`src/rtl/grid_pkg.sv`:
```
// Shared definitions for the 3x3 completion grid: cell geometry, completed colour,
// cell origin lookup and the scanner state encoding. The block drawer uses the same origins.
package grid_pkg;

    localparam int unsigned CELL_W      = 80;
    localparam int unsigned CELL_H      = 50;
    localparam int unsigned NUM_CELLS   = 9;
    localparam logic [2:0]  COLOUR_DONE = 3'b010;

    typedef enum logic [1:0] {
        ST_IDLE  = 2'd0,
        ST_ISSUE = 2'd1,
        ST_DRAIN = 2'd2,
        ST_DONE  = 2'd3
    } scan_state_e;

    // Column position of a cell's top-left pixel; out-of-range indices map to 0.
    function automatic logic [9:0] cell_origin_x(input logic [3:0] idx);
        logic [9:0] x;
        case (idx)
            4'd0, 4'd3, 4'd6: x = 10'd152;
            4'd1, 4'd4, 4'd7: x = 10'd282;
            4'd2, 4'd5, 4'd8: x = 10'd412;
            default:          x = 10'd0;
        endcase
        return x;
    endfunction

    // Row position of a cell's top-left pixel; out-of-range indices map to 0.
    function automatic logic [8:0] cell_origin_y(input logic [3:0] idx);
        logic [8:0] y;
        case (idx)
            4'd0, 4'd1, 4'd2: y = 9'd226;
            4'd3, 4'd4, 4'd5: y = 9'd325;
            4'd6, 4'd7, 4'd8: y = 9'd425;
            default:          y = 9'd0;
        endcase
        return y;
    endfunction

endpackage

```
`src/rtl/rect_scan_counter.sv`:
```
// Raster col/row offset counter over a WIDTH x HEIGHT rectangle, column fastest.
// Exposes the offsets that follow the current position plus a flag for the final position.
module rect_scan_counter #(
    parameter int unsigned WIDTH  = 80,
    parameter int unsigned HEIGHT = 50
) (
    input  logic       clock,
    input  logic       reset,
    input  logic       clear,
    input  logic       en,
    output logic [9:0] col_nxt,
    output logic [8:0] row_nxt,
    output logic       last
);

    logic [9:0] col_r;
    logic [8:0] row_r;
    logic       col_last_s;
    logic       row_last_s;

    // Next-position arithmetic; both offsets wrap back to 0 after the final pixel.
    always_comb begin
        col_last_s = (col_r == 10'(WIDTH - 1));
        row_last_s = (row_r == 9'(HEIGHT - 1));
        last       = col_last_s && row_last_s;
        if (col_last_s) begin
            col_nxt = 10'd0;
            if (row_last_s) begin
                row_nxt = 9'd0;
            end else begin
                row_nxt = row_r + 9'd1;
            end
        end else begin
            col_nxt = col_r + 10'd1;
            row_nxt = row_r;
        end
    end

    // Offset registers: cleared at the start of a scan, advanced while enabled.
    always_ff @(posedge clock) begin
        if (reset || clear) begin
            col_r <= 10'd0;
            row_r <= 9'd0;
        end else if (en) begin
            col_r <= col_nxt;
            row_r <= row_nxt;
        end
    end

endmodule

```
`src/rtl/block_scanner.sv`:
```
// Scans one grid cell of the framebuffer through its read port and counts pixels of the
// completed colour, reporting the count, a fully-filled flag and an invalid-cell error.
module block_scanner
    import grid_pkg::*;
#(
    parameter int unsigned WIDTH         = CELL_W,
    parameter int unsigned HEIGHT        = CELL_H,
    parameter int unsigned RD_LATENCY    = 1,
    parameter logic [2:0]  TARGET_COLOUR = COLOUR_DONE
) (
    input  logic        clock,
    input  logic        reset,
    input  logic        start,
    input  logic [3:0]  block,
    output logic        rd_en,
    output logic [9:0]  rd_x,
    output logic [8:0]  rd_y,
    input  logic [2:0]  rd_data,
    output logic        busy,
    output logic        done,
    output logic        filled,
    output logic [12:0] match_count,
    output logic        error
);

    localparam logic [12:0] CELL_PIXELS = 13'(WIDTH * HEIGHT);
    localparam logic [12:0] ACC_MAX     = 13'h1FFF;
    localparam logic [RD_LATENCY-1:0] VLD_TOP = RD_LATENCY'(1'b1) << (RD_LATENCY - 1);

    scan_state_e           state_r;
    logic [9:0]            origin_x_r;
    logic [8:0]            origin_y_r;
    logic [12:0]           acc_r;
    logic [12:0]           acc_nxt_s;
    logic [RD_LATENCY-1:0] vld_r;
    logic                  rd_en_r;
    logic [9:0]            rd_x_r;
    logic [8:0]            rd_y_r;
    logic                  busy_r;
    logic                  done_r;
    logic                  filled_r;
    logic [12:0]           match_count_r;
    logic                  error_r;
    logic                  data_valid_s;
    logic                  drain_done_s;
    logic                  cnt_clr_s;
    logic                  cnt_en_s;
    logic [9:0]            col_nxt_s;
    logic [8:0]            row_nxt_s;
    logic                  last_s;

    assign rd_en       = rd_en_r;
    assign rd_x        = rd_x_r;
    assign rd_y        = rd_y_r;
    assign busy        = busy_r;
    assign done        = done_r;
    assign filled      = filled_r;
    assign match_count = match_count_r;
    assign error       = error_r;

    assign cnt_clr_s    = (state_r == ST_IDLE) && start;
    assign cnt_en_s     = (state_r == ST_ISSUE);
    assign data_valid_s = vld_r[RD_LATENCY-1];
    // The oldest read is the final one once nothing younger is still in flight.
    assign drain_done_s = data_valid_s && ((vld_r & ~VLD_TOP) == {RD_LATENCY{1'b0}});

    rect_scan_counter #(
        .WIDTH  (WIDTH),
        .HEIGHT (HEIGHT)
    ) u_counter (
        .clock   (clock),
        .reset   (reset),
        .clear   (cnt_clr_s),
        .en      (cnt_en_s),
        .col_nxt (col_nxt_s),
        .row_nxt (row_nxt_s),
        .last    (last_s)
    );

    // Saturating match accumulator input.
    always_comb begin
        acc_nxt_s = acc_r;
        if (data_valid_s && (rd_data == TARGET_COLOUR) && (acc_r != ACC_MAX)) begin
            acc_nxt_s = acc_r + 13'd1;
        end else begin
            acc_nxt_s = acc_r;
        end
    end

    // In-flight read tracker, aligned with the framebuffer's read latency.
    always_ff @(posedge clock) begin
        if (reset) begin
            vld_r <= {RD_LATENCY{1'b0}};
        end else begin
            vld_r[0] <= rd_en_r;
            for (int i = 1; i < RD_LATENCY; i++) begin
                vld_r[i] <= vld_r[i-1];
            end
        end
    end

    // Scan control FSM with registered read-port and result outputs.
    always_ff @(posedge clock) begin
        if (reset) begin
            state_r       <= ST_IDLE;
            origin_x_r    <= 10'd0;
            origin_y_r    <= 9'd0;
            acc_r         <= 13'd0;
            rd_en_r       <= 1'b0;
            rd_x_r        <= 10'd0;
            rd_y_r        <= 9'd0;
            busy_r        <= 1'b0;
            done_r        <= 1'b0;
            filled_r      <= 1'b0;
            match_count_r <= 13'd0;
            error_r       <= 1'b0;
        end else begin
            acc_r  <= acc_nxt_s;
            done_r <= 1'b0;
            case (state_r)
                ST_IDLE: begin
                    if (start) begin
                        busy_r <= 1'b1;
                        acc_r  <= 13'd0;
                        if (block < 4'(NUM_CELLS)) begin
                            state_r    <= ST_ISSUE;
                            origin_x_r <= cell_origin_x(block);
                            origin_y_r <= cell_origin_y(block);
                            rd_en_r    <= 1'b1;
                            rd_x_r     <= cell_origin_x(block);
                            rd_y_r     <= cell_origin_y(block);
                        end else begin
                            state_r       <= ST_DONE;
                            done_r        <= 1'b1;
                            error_r       <= 1'b1;
                            filled_r      <= 1'b0;
                            match_count_r <= 13'd0;
                        end
                    end
                end
                ST_ISSUE: begin
                    if (last_s) begin
                        state_r <= ST_DRAIN;
                        rd_en_r <= 1'b0;
                    end else begin
                        rd_x_r <= origin_x_r + col_nxt_s;
                        rd_y_r <= origin_y_r + row_nxt_s;
                    end
                end
                ST_DRAIN: begin
                    if (drain_done_s) begin
                        state_r       <= ST_DONE;
                        done_r        <= 1'b1;
                        error_r       <= 1'b0;
                        match_count_r <= acc_nxt_s;
                        filled_r      <= (acc_nxt_s == CELL_PIXELS);
                    end
                end
                ST_DONE: begin
                    state_r <= ST_IDLE;
                    busy_r  <= 1'b0;
                end
                default: begin
                    state_r <= ST_IDLE;
                    rd_en_r <= 1'b0;
                    busy_r  <= 1'b0;
                end
            endcase
        end
    end

endmodule

```
`config.mk`:
```
export PLATFORM = sky130hd
export DESIGN_NAME = block_scanner
export DESIGN_NICKNAME = d
export VERILOG_FILES = /design/src/rtl/grid_pkg.sv /design/src/rtl/rect_scan_counter.sv /design/src/rtl/block_scanner.sv
export SDC_FILE = /design/constraint.sdc
export NUM_CORES = 1
export LEC_CHECK = 0
export CORE_MARGIN = 2
export CORE_UTILIZATION = 29
export CTS_CLUSTER_DIAMETER = 100
export CTS_CLUSTER_SIZE = 28
export DETAILED_ROUTE_END_ITERATION = 6
export MAX_ROUTING_LAYER = met4
export PLACE_DENSITY_LB_ADDON = 0.1
export RECOVER_POWER = 50
export SYNTH_ARGS = -nofsm -noshare
export SYNTH_HDL_FRONTEND = slang
export SYNTH_SLANG_ARGS = --single-unit
```
`constraint.sdc`:
```
create_clock -name clock -period 4.4 [get_ports clock]
set_clock_uncertainty 0.15 [all_clocks]
set_input_delay 1.1 -clock clock [delete_from_list [all_inputs] [get_ports clock]]
set_output_delay 1.1 -clock clock [all_outputs]
set_load 0.03 [all_outputs]
```
==> impl_metrics.yaml, run 1 <==
flow_run:
  cap_violations: 1
detailed_routing:
  drc: 0
  dr.first_iter.drc_count: 208
  wl_per_cell_um: 16.0
  wirelength_mm: 13.5
  vias: 4217
  firstDrtPassIters: 5
  ant_nets: 0
  vias_per_cell: 4.99
sta:
  tightestPinTransition_ps: 2280
  max_clock_freq_mhz: 274
  rsz0062_at_grt: "false"
  finalSetupViolations: 0
  slew_headroom_pct: -51.7
  drv_slew: 48
  finalCritPeriodShare_pct: 82.9
  finalHoldViolCount: 0
  tns_ps: 0
  fin_crit_ps: 3650
floorplanning:
  pin_count: 47
  core.rowCount: 47
  die-area_mm2: 0.0176
  die_w_um: 133
  die_h_um: 133
  core_mm2: 0.0164
  start_util_pct: 29.3
logic_synthesis:
  synth_cell_types: 69
  synth_area_mm2: 0.00480
  synth_warnings: 0
  synth_ff_type: "dfxtp_1"
  synth-edff-count: 0
  synth_seq_cells: 83
  avgSynthCellArea_um2: 8.18
  syn_nets: 627
  ys_seq_area_share_pct: 34.6
  synthCells: 587
  async_flop_share_pct: 0
global_routing:
  gr-total-overflow: 0
  grt_max_degree: 48
  grtUsageTotal_pct: 16.0
  antenna_found_initial: 0
  grt_pass1_vias: 4005
  grt_pass1_wl_mm: 21.6
cells_and_area:
  final_common_cell: "dfxtp_1"
  final_cell_mix: "dfxtp_1, nor2_1, nand2_1"
  final_core_util_pct: 35.2
  area_growth_pct: 20.4
  drive_gt1_share_pct: 5.60
  antenna_cells: 0
  fin_nets: 660
cts:
  clock-sinks: 83
  cts_max_path_buffers: 2
  cts_buffers: 9
  cts_tree: "yes"
  ctsResizeCount: 0
  cts_setup_buffers: 0
  clock-root-buffer: "clkbuf_16"
  cts_hold_buf: 0
  htree_levels: 3
  insertion_delay_ps: 340
  clk_pin_slew_ps: 70
power:
  intPower_mw: 1.63
  p_comb_share_pct: 29.7
  seqPwrFrac_pct: 36.1
  p_sw_share_pct: 35.2
  p_leak_nw: 2.33
  p_switching_mw: 0.884
  power.density_mw_per_mm2: 434
  ir_worst_vdd_uv: 183
  clockPowerShare_pct: 34.3
run_status:
  violations: "capacitance limit, slew limit"
  status: "finished, violations left"
setup_path:
  path_class: "register to register"
  end_kind: "register"
  critical_path.max_fanout: 10
  start_kind: "register"
  critPathArrivalTime_ps: 3640
  cp_data_required_time_ps: 4390
hold_path:
  min_path_type: "register to register"
placement:
  io_buffers: 46
  dp_hpwl_mm: 9.97
  gp_congestion: 0.819
## registers in the layout, indices dropped and copies added, names as in the netlist, 2 cells and up
| signal | count |
|---|---|
| u_counter.col_r | 10 |
| origin_y_r | 6 |
| acc_r | 13 |
| origin_x_r | 5 |
| match_count | 13 |
| rd_y | 9 |
| rd_x | 10 |
| u_counter.row_r | 9 |
| state_r | 2 |
## worst max-delay path, stage by stage, from the launching register on
cell and delay (ps):
dfxtp_1 400, ha_1 240, and3_1 310, nand3_1 380
nand2_1 160, o21ai_0 140, ha_1 240, fa_1 410
a21o_1 190, a21o_1 190, o311ai_0 130, nor2b_1 220
xor2_1 170, o22ai_1 100
## cells by family (layout without fill, tap and decap cells)
family | count (synthesis) | in the layout | share of synthesized area (%)
buffers and inverters | 49 | 87 | 4.17
adders and majority gates | 30 | 30 | 8.13
and+or+nand+nor | 239 | 239 | 24.7
muxes | 6 | 6 | 1.38
DFF | 83 | 83 | 34.6
xor gates and xnor gates | 40 | 40 | 7.69
AOI/OAI and AO/OA | 140 | 140 | 19.3
## cell usage after synthesis (all sizes together) (3+ instances only)
cell	count	share of area [%]
a211oi	11	1.7
a21boi	3	0.47
a21o	11	1.7
a21oi	50	5.3
a22oi	3	0.47
a31oi	7	0.91
and2	5	0.70
and3	12	1.6
and4	4	0.73
buf	8	0.96
clkbuf	25	2.0
dfxtp	83	35
ha	28	7.3
inv	15	1.2
mux2i	4	0.83
nand2	52	4.1
nand3	31	3.3
nand4	9	1.2
nor2	68	5.3
nor2b	13	1.7
nor3	22	2.3
nor3b	4	0.63
nor4	3	0.39
o21a	6	0.94
o21ai	20	2.1
o31a	3	0.55
o31ai	3	0.47
or3	6	0.78
xnor2	18	3.3
xor2	22	4.4
## power groups by stage
stage               clock network, mW  registers, mW  logic [mW]
floorplan                           0          0.993       0.441
global placement                    0          0.924       0.767
detailed placement                  0          0.925       0.766
CTS                             0.885          0.908       0.771
global route                    0.911          0.921       0.820
finish                          0.860          0.906       0.745
## final timing paths
path,start,cells past startpoint,slack (ps),to
max,u_counter.col_r[0],13,750,rd_y[6]
min,rd_x[2],2,300,rd_x[2]
max reg2reg,u_counter.col_r[0],13,750,rd_y[6]
min reg2reg,rd_x[2],2,300,rd_x[2]
## layout make-up
| class | count | area [um^2] |
|---|---|---|
| clock buffers | 11 | 253 |
| clock inverters | 5 | 83.8 |
| fillers | 1668 | 10600 |
| inverters | 16 | 60.1 |
| multi-input cells | 455 | 2940 |
| flip-flops and latches | 83 | 1660 |
| well taps | 220 | 275 |
| repair buffers | 55 | 512 |
## per-layer routing
metal,up-vias,global-route usage [%],share of wire [%]
met5,-,-,0
met4,0,5.26,1.6
met3,15,2.80,3.3
met2,71,25.9,48
met1,1968,20.2,48
li1,2163,-,-
## per-stage QoR
step	setup WS, ps	total power, mW	cell area, um^2	hold slack, ps	std cells
2_1_floorplan	1220	1.43	4800	291	587
6_report	751	2.51	5780	302	845
5_1_grt	460	2.65	5780	329	845
3_3_place_gp	714	1.69	5460	292	829
4_1_cts	959	2.56	5800	308	845
3_5_place_dp	660	1.69	5460	297	829
(Power assumes the default switching activity.)
==> inputs of run 2 (changes only) <==
clock period = 3.1 ns   (was 4.4 ns; I/O delays follow)
==> impl_metrics.yaml, run 2 (same netlist as run 1, synthesis figures left out) <==
setup_path:
  path_class: "register to register"
  cp_data_required_time_ps: 3230
  start_kind: "register"
  critPathArrivalTime_ps: 3120
  end_kind: "register"
  critical_path.max_fanout: 3
sta:
  drv_slew: 0
  tns_ps: 0
  finalCritPeriodShare_pct: 96.4
  fin_crit_ps: 2990
  max_clock_freq_mhz: 335
  tightestPinTransition_ps: 714
  finalSetupViolations: 0
  finalHoldViolCount: 0
  whs_ps: 307
  slew_headroom_pct: 52.4
power:
  p_leak_nw: 2.60
  ir_worst_vdd_uv: 255
  power_mw: 3.64
  power.density_mw_per_mm2: 581
detailed_routing:
  vias: 4384
  vias_per_cell: 4.89
  drc: 0
  wirelength_mm: 13.9
  dr.first_iter.drc_count: 215
  firstDrtPassIters: 4
  wl_per_cell_um: 15.5
  ant_nets: 0
global_routing:
  antenna_found_initial: 0
  grt_pass1_wl_mm: 22.6
  gr-total-overflow: 0
  grt_max_degree: 32
  grtUsageTotal_pct: 16.7
  grt_pass1_vias: 4308
floorplanning:
  start_util_pct: 29.3
  core_mm2: 0.0164
  die_h_um: 133
  pin_count: 47
  core.rowCount: 47
  die_w_um: 133
  die-area_mm2: 0.0176
cts:
  cts_max_path_buffers: 2
  clock-root-buffer: "clkbuf_16"
  insertion_delay_ps: 340
  clock-sinks: 83
  htree_levels: 3
  clk_pin_slew_ps: 60
  cts_tree: "yes"
  cts_buffers: 9
  cts_hold_buf: 0
cells_and_area:
  final_cell_mix: "dfxtp_1, nor2_1, buf_4"
  area_growth_pct: 30.5
  fin_nets: 713
  layoutNonFillerInstCount: 897
  drive_gt1_share_pct: 16.2
  antenna_cells: 0
  final_common_cell: "dfxtp_1"
placement:
  dp_hpwl_mm: 10.4
  gp_congestion: 0.842
  io_buffers: 46
  placed_cells: 878
hold_path:
  min_path_type: "register to register"
run_status:
  status: "completed"
flow_run:
  cap_violations: 0
## run 2: cell count changes in the layout (fill, tap and decap cells not counted), moves of 3 or more
cell | previous run | this run
buf_4 | 6 | 59
nor2_2 | 0 | 3
a21oi_2 | 1 | 4
a21oi_1 | 49 | 46
dlygate4sd3_1 | 39 | 29
nor2_1 | 68 | 65
clkdlybuf4s50_1 | 6 | 16
## run 2: critical path, stage by stage (launching register included)
cell,delay (ps)
dfxtp_2,330
inv_2,40
ha_1,170
nor4b_4,130
buf_4,140
and2_4,130
or3_1,390
o21ai_2,90
ha_1,250
a21o_1,170
a31o_2,260
o31a_1,130
xnor2_2,150
a211o_1,290
a21oi_2,110
## run 2: repair_timing
item | in CTS | in global routing
pin swaps | 1 | 5
endpoints found under the hold margin | 0 | 0
setup buffers | 2 | 2
setup endpoints to repair | 2 | 9
resized for setup | 3 | 22
## run 2: worst paths after layout
kind | startpoint | endpoint | slack (ps) | depth (start not counted)
worst max register to register | u_counter.row_r[1] | rd_y[5] | 110 | 14
worst min register to register | rd_x[3] | rd_x[3] | 310 | 2
worst max-delay path | u_counter.row_r[1] | rd_y[5] | 110 | 14
worst min-delay path | rd_x[3] | rd_x[3] | 310 | 2
## run 2: metal layers
| metal | routed length (um) | global-route usage, % |
|---|---|---|
| met1 | 6440 | 20.2 |
| met4 | 235 | 5.56 |
| met3 | 340 | 3.03 |
| met2 | 6900 | 28.0 |
| met5 | 0 | - |
## run 2: per-stage QoR
step | setup WS, ps | area (um^2) | utilization (%)
floorplan | 10.6 | 4800 | -
global placement | -41.8 | 5840 | 35.6
global route | -22.8 | 6260 | 38.2
detailed placement | -22.5 | 5840 | 35.6
finish | 111 | 6260 | 38.2
CTS | 3.62 | 6180 | 37.7
## run 2: report_power, final
part | switching [mW] | internal (mW) | total [mW]
logic | 0.739 | 0.475 | 1.21
registers | 0.0834 | 1.19 | 1.27
clock network | 0.437 | 0.720 | 1.16
## run 2: area by class of cell
| class | instances | area (um^2) |
|---|---|---|
| clock buffer | 10 | 239 |
| fill | 1693 | 10100 |
| clock inverter | 5 | 77.6 |
| inverter | 16 | 60.1 |
| tap | 220 | 275 |
| timing repair buffer | 108 | 927 |
| multi-input combinational | 455 | 3020 |
| sequential | 83 | 1660 |
